$ cat src/rtl/ft_bus_scheduler.sv
// Half-duplex FT245-style FIFO bus scheduler: arbitrates read and write cycles
// on the shared bus and generates count-timed strobes with an idle gap between cycles.
module ft_bus_scheduler #(
  parameter int unsigned RD_END_CYCLE_TIME    = 25,
  parameter int unsigned RD_SAMPLE_TIME       = 9,
  parameter int unsigned RD_STROBE_START_TIME = 2,
  parameter int unsigned RD_STROBE_STOP_TIME  = 12,
  parameter int unsigned WR_END_CYCLE_TIME    = 25,
  parameter int unsigned WR_STROBE_START_TIME = 5,
  parameter int unsigned WR_STROBE_STOP_TIME  = 15,
  parameter int unsigned WR_ZZZ_START_TIME    = 2,
  parameter int unsigned WR_ZZZ_STOP_TIME     = 22,
  parameter int unsigned GAP_TIME             = 4
) (
  input  logic       clk,
  input  logic       clrn,
  input  logic       FT_RXFn,
  input  logic       FT_TXEn,
  input  logic [7:0] FT_DATA_In,
  output logic       FT_RDn,
  output logic       FT_WR,
  output logic [7:0] FT_DATA_Out,
  output logic       FT_DATA_OE,
  input  logic       tx_valid,
  input  logic [7:0] tx_data,
  output logic       tx_ready,
  output logic       rx_valid,
  output logic [7:0] rx_data,
  output logic       busy
);

  typedef enum logic [1:0] {IDLE, RD, WR, GAP} state_t;

  state_t     state, state_nxt;
  logic [7:0] cnt;
  logic       rxf_p0, rxf_p1, txe_p0, txe_p1;
  logic       rxf_req, txe_ok;
  logic       last_grant_wr;
  logic       rd_grant, wr_grant;
  logic       oe_win, wr_win;

  // Stage p0/p1: two-flop synchronizers for the asynchronous FIFO flags
  always_ff @(posedge clk) begin
    if (!clrn) begin
      rxf_p0 <= 1'b1;
      rxf_p1 <= 1'b1;
      txe_p0 <= 1'b1;
      txe_p1 <= 1'b1;
    end else begin
      rxf_p0 <= FT_RXFn;
      rxf_p1 <= rxf_p0;
      txe_p0 <= FT_TXEn;
      txe_p1 <= txe_p0;
    end
  end

  assign rxf_req = ~rxf_p1;
  assign txe_ok  = ~txe_p1;

  always_comb begin
    state_nxt = state;
    rd_grant  = 1'b0;
    wr_grant  = 1'b0;
    case (state)
      IDLE: begin
        if (rxf_req && tx_valid && txe_ok) begin
          // Round-robin under contention: the side not served last wins
          rd_grant = last_grant_wr;
          wr_grant = ~last_grant_wr;
        end else begin
          rd_grant = rxf_req;
          wr_grant = tx_valid & txe_ok;
        end
        if (rd_grant)      state_nxt = RD;
        else if (wr_grant) state_nxt = WR;
      end
      RD:  if (cnt == 8'(RD_END_CYCLE_TIME)) state_nxt = GAP;
      WR:  if (cnt == 8'(WR_END_CYCLE_TIME)) state_nxt = GAP;
      GAP: if (cnt == 8'(GAP_TIME - 1))      state_nxt = IDLE;
      default: state_nxt = IDLE;
    endcase
  end

  always_ff @(posedge clk) begin
    if (!clrn) begin
      state         <= IDLE;
      cnt           <= 8'd0;
      last_grant_wr <= 1'b1;
      FT_DATA_Out   <= 8'h00;
      rx_data       <= 8'h00;
    end else begin
      state <= state_nxt;
      if (state_nxt != state) cnt <= 8'd0;
      else if (state != IDLE) cnt <= cnt + 8'd1;
      if (rd_grant) last_grant_wr <= 1'b0;
      if (wr_grant) begin
        last_grant_wr <= 1'b1;
        FT_DATA_Out   <= tx_data;
      end
      if (state == RD && cnt == 8'(RD_SAMPLE_TIME)) rx_data <= FT_DATA_In;
    end
  end

  // Strobes decode from registered state/count; WR is gated by OE so it can never drive an undriven bus
  assign oe_win = (state == WR) && (cnt >= 8'(WR_ZZZ_START_TIME)) && (cnt < 8'(WR_ZZZ_STOP_TIME));
  assign wr_win = (state == WR) && (cnt >= 8'(WR_STROBE_START_TIME)) && (cnt < 8'(WR_STROBE_STOP_TIME));

  assign FT_DATA_OE = oe_win;
  assign FT_WR      = wr_win & oe_win;
  assign FT_RDn     = ~((state == RD) && (cnt >= 8'(RD_STROBE_START_TIME)) &&
                        (cnt < 8'(RD_STROBE_STOP_TIME)));
  assign rx_valid   = (state == RD) && (cnt == 8'(RD_SAMPLE_TIME + 1));
  assign tx_ready   = wr_grant;
  assign busy       = (state != IDLE);

endmodule

$ cat config.mk
export PLATFORM = sky130hd
export DESIGN_NAME = ft_bus_scheduler
export DESIGN_NICKNAME = d
export VERILOG_FILES = /design/src/rtl/ft_bus_scheduler.sv
export SDC_FILE = /design/constraint.sdc
export NUM_CORES = 1
export LEC_CHECK = 0
export ABC_AREA = 1
export BUFFER_PORTS_ARGS = -buffer_cell sky130_fd_sc_hd__buf_2
export CORE_MARGIN = 10
export CORE_UTILIZATION = 51
export CTS_CLUSTER_SIZE = 20
export DETAILED_ROUTE_END_ITERATION = 10
export PLACE_DENSITY_LB_ADDON = 0.15
export SLEW_MARGIN = 20
export SYNTH_ARGS = -nofsm -noshare
export SYNTH_HDL_FRONTEND = slang
export SYNTH_SLANG_ARGS = --single-unit
$ cat constraint.sdc
create_clock -name clk -period 2.15 [get_ports clk]
set_input_delay 0.43 -clock clk [delete_from_list [all_inputs] [get_ports clk]]
set_output_delay 0.43 -clock clk [all_outputs]
set_load 0.02 [all_outputs]
Word-level counts from Yosys, hierarchy flattened
Cells that the tools add are included.

Register bits: 31. Input port bits: 21. Output and inout bits: 22. Word-level logic and storage cells: 56.

Add/subtract/negate cells: 1. Order comparisons: 5. Equal/unequal tests: 8. Muxes and demuxes: 11. Bitwise gates (word level): 7. Reductions and logical operators: 15.

Operators with widths (number): 8-bit by 4-bit == test with 1-bit output (second input constant) (2); 8-bit by 4-bit less-than comparator with 1-bit output (second input constant) (2); 1-bit logical AND (10); 8-bit by 1-bit adder with 8-bit output (second input constant) (1); 8-bit by 2-bit == test with 1-bit output (second input constant) (1); 8-bit by 5-bit == test with 1-bit output (second input constant) (1); 8-bit by 2-bit >= comparator with 1-bit output (second input constant) (1); 8-bit by 3-bit >= comparator with 1-bit output (second input constant) (1); 8-bit by 5-bit less-than comparator with 1-bit output (second input constant) (1); 2-bit two-way mux (4); 1-bit two-way mux (6); 2-bit one-hot mux with 3 select lines (1); 2-bit OR reduction (3); 1-bit NOT (5); 2-bit == test (second input constant) (2); 1-bit bitwise AND (2); 2-bit by 1-bit == test with 1-bit output (second input constant) (1); 2-bit zero test (1); 2-bit inequality test (1); 2-bit nonzero test (1).

Logic depth before layout (Yosys ltp)
Depth in word-level cells: 10. Depth in mapped cells: 13. Depth with buffers taken out: 13.

Least setup slack after synthesis
OpenSTA, ideal clock, no wires.

Path kind: flip-flop to output port. Start: register state[0]. End: output port FT_WR. Data arrival time: 1.406 ns. Required time: 1.720 ns. Slack: 0.314 ns. Stages on the path, launching flop included: 5. Buffers on the path: 0. Cell sequence: dfxtp_1 inv_1 ha_1 nand3_1 nor4_1.

Word-level cells in the longest chain between the ends: 4. Elaborated cells on any way between the ends: 6. Those cells by class: eq/ne (1); bitwise (1); reduce/logical (4).

RTL lines: start: declaration (line 34) `state_t state, state_nxt;`; start signal: assignment (line 92) `state <= state_nxt;`; 2-bit == test * (line 105, 106); 1-bit logical AND (on tied branches) (2 in a row) (line 106, 105); 1-bit bitwise AND * (line 109) `assign FT_WR = wr_win & oe_win;`; end: declaration (line 21) `output logic FT_WR,`.

Mark *: on every way between the ends. The rest lies on a longest branch, timed or not.

Worst setup path after layout
Same ends and word-level chain as after synthesis.

==> run_results.csv <==
group,metric,value,unit
outcome,status,"completed",
sta,hold_viol,0,
sta,rsz0062_at_grt,"no",
synthesis,synth-seq-cells,31,
floorplanning,core-area,2830,um2
synthesis,yosys-top-cells-area,"dfxtp_1 (40%), nor2_1 (10%), ha_1 (7.3%)",
pwr,intPower,0.806,mW
clock_tree,post-cts-setup-buffers,0,
setup_path,r2r-end,"cnt[7]",
pwr,swShare,0.312,
global_routing,grt-ovfl-total,0,
hold_path,hold_depth,2,
hold_path,min_from,"FT_TXEn",
clock_tree,cts_root_buf,"clkbuf_4",
synthesis,yosysTopAreaCellShare,0.403,
drt,drc,0,
synthesis,netlist_area,1540,um2
pwr,combPwrFrac,0.208,
synthesis,syn_inst,195,
finish,nNetsFinal,273,
sta,setup_viol,0,
finish,drive_above_1_share,0.357,
global_routing,grt_pass1_vias,1262,
setup_path,start_kind,"register",
hold_path,worstHoldPathType,"primary input to register",
synthesis,syn-num-nets,225,
pwr,p_leak,0.890,nW
pwr,pwr-share-clk,0.271,
pwr,seqPwrFrac,0.521,
finish,syn_to_final_growth,19.6,%
global_routing,grt_start_max_net_pins,20,
sta,final.min_clock_period,2.03,ns
sta,fin_skew,0.00639,ns
setup_path,reg2reg_depth,7,
sta,maxSlewHeadroom,0.810,
clock_tree,cts_buffers,5,
synthesis,ys_seq_area_frac,0.403,
drt,routedWlPerCell,11.9,um
drt,firstDrtPassIters,4,
setup_path,criticalPathCategory,"register to output port",
setup_path,worstPathRequired,1.72,ns
setup_path,rr_startpoint,"state[0]",
clock_tree,clk_transition_reported_paths,0.09,ns
setup_path,crit_arrival,1.60,ns
global_routing,antenna_found_initial,0,
floorplanning,die_h,75.0,um
synthesis,synth.avg_cell_area,7.91,um2
clock_tree,cts_num_sinks,31,
finish,final_cells,275,
finish,diodes,0,
drt,wl,3280,um
floorplanning,die_area,5620,um2
sta,drv_slew,0,
setup_path,cp-end-kind,"output port",
clock_tree,clkLatencyLatePin,0.33,ns
clock_tree,ctsHtreeMaxLevel,2,
sta,fin_setup_tns,0,ns
drt,vias,1344,
global_routing,grt_pass1_wl,5580,um
pwr,ir_drop,0.000436,V
placed_design,dp_cells,267,
floorplanning,start_util,0.545,
setup_path,crit_fanout,6,
sta,max_freq,0.492,GHz
flow_run,maxCapViolations,0,
sta,period_share,0.946,
clock_tree,clockBufferDepth,2,
placed_design,port_buffers,42,
setup_path,rrSetupSlack,0.46,ns
drt,via_per_inst,4.89,
pwr,p_sw,0.365,mW
global_routing,grtUsageTotal,0.127,
drt,drt.antenna.violating_nets,0,
hold_path,holdPathEnd,"txe_p0",
placed_design,gp_congestion,0.851,
clock_tree,cts_tree,"built",
synthesis,ys_types,24,
placed_design,hpwlAfterDp,2610,um
pwr,power_density,635,nW/um2
floorplanning,chipWidth,75.0,um
drt,first_iter_violations,81,
sta,worst_pin_slew,0.285,ns
floorplanning,num_io_pins,43,
floorplanning,rows,19,
synthesis,yosys.area.top_type,"dfxtp_1",
synthesis,yosys_warnings,0,
## power groups by stage
stage          clock network [mW]  registers [mW]  logic (mW)
2_1_floorplan                   0           0.628       0.175
3_3_place_gp                    0           0.623       0.241
3_5_place_dp                    0           0.623       0.245
4_1_cts                     0.332           0.610       0.246
5_1_grt                     0.358           0.614       0.275
6_report                    0.318           0.610       0.243
## synthesized netlist by cell type
library cell	n
nor3b_1	1
o211ai_1	1
inv_2	5
clkbuf_1	1
buf_6	1
nand3_1	7
nand3_2	1
inv_1	15
nor2_1	41
nand2_2	8
nand2_1	22
o21ai_0	19
or2_2	4
nand3_4	1
nor4_1	1
nand2_4	1
dfxtp_1	31
xor2_1	7
o21bai_1	1
ha_1	9
nor3_2	10
a21oi_1	3
nor2_2	4
a211oi_1	1
## worst max-delay path by stage
stage	endpoint	from	depth (start not counted)
2_1_floorplan	FT_WR	state[0]	4
3_3_place_gp	cnt[7]	state[0]	7
3_5_place_dp	cnt[7]	state[0]	7
4_1_cts	FT_DATA_OE	state[0]	5
5_1_grt	FT_WR	state[0]	5
6_report	FT_WR	state[0]	5
## cells in the final DEF, fill, tap and decap left out, drive strengths merged, types with 3 or more instances in the layout
master / n
a21oi: 3
buf: 43
clkbuf: 6
dfxtp: 31
ha: 9
inv: 20
nand2: 31
nand3: 9
nor2: 45
nor3: 10
o21ai: 19
or2: 4
xor2: 7
## stage by stage
step	hold slack [ns]	total power [mW]	setup WS (ns)	area, um2	util
floorplan	0.393	0.803	0.314	1540	-
global placement	0.396	0.864	0.434	1780	0.630
detailed placement	0.399	0.868	0.390	1780	0.630
CTS	0.268	1.19	0.0967	1840	0.649
global route	0.263	1.25	0.00311	1840	0.652
finish	0.283	1.17	0.116	1840	0.652
## critical path, stage by stage, from the launching register on
cell     delay, ns
dfxtp_1       0.36
inv_1         0.16
ha_1          0.17
nand3_1       0.12
nor4_1        0.25
buf_2         0.21
## sequential cells by signal, indices dropped and copies added (netlist names)
register,count
rxf_p1,1
last_grant_wr,1
state,2
txe_p0,1
rx_data,8
FT_DATA_Out,8
rxf_p0,1
txe_p1,1
cnt,8
## kinds of logic (layout without fill, tap and decap cells)
| family | count (synthesis) | count (layout) | share of synthesized area |
|---|---|---|---|
| buffers and inverters | 22 | 71 | 0.0584 |
| AND/OR/NAND/NOR | 101 | 101 | 0.340 |
| AO/OA/AOI/OAI | 25 | 25 | 0.0860 |
| XOR/XNOR | 7 | 7 | 0.0398 |
| flip-flops | 31 | 31 | 0.403 |
| adder cells (fa/ha/maj) | 9 | 9 | 0.0731 |
## area by class of cell
class                      instances  area [um2]
clock buffer                       6        41.3
clock inverter                     2        12.5
fill                             265         985
inverter                          20        75.1
multi-input combinational        142         838
sequential                        31         621
tap                               31        38.8
timing repair buffer              43         218
## timing repair
| action | 4_1_cts | 5_1_grt |
|---|---|---|
| setup endpoints to repair | 0 | 3 |
| hold buffers | 0 | 0 |
| hold endpoints to repair | 0 | 0 |
| gates resized for setup | 0 | 3 |
## routing by layer
layer,vias up,share of wire,track usage,wire (um)
li1,712,-,-,-
met1,590,0.45,0.151,1470
met2,34,0.46,0.190,1520
met3,8,0.071,0.0578,233
met4,0,0.017,0.0630,57
met5,-,0,0,0
Note: power is estimated with default switching activity, not from simulation.
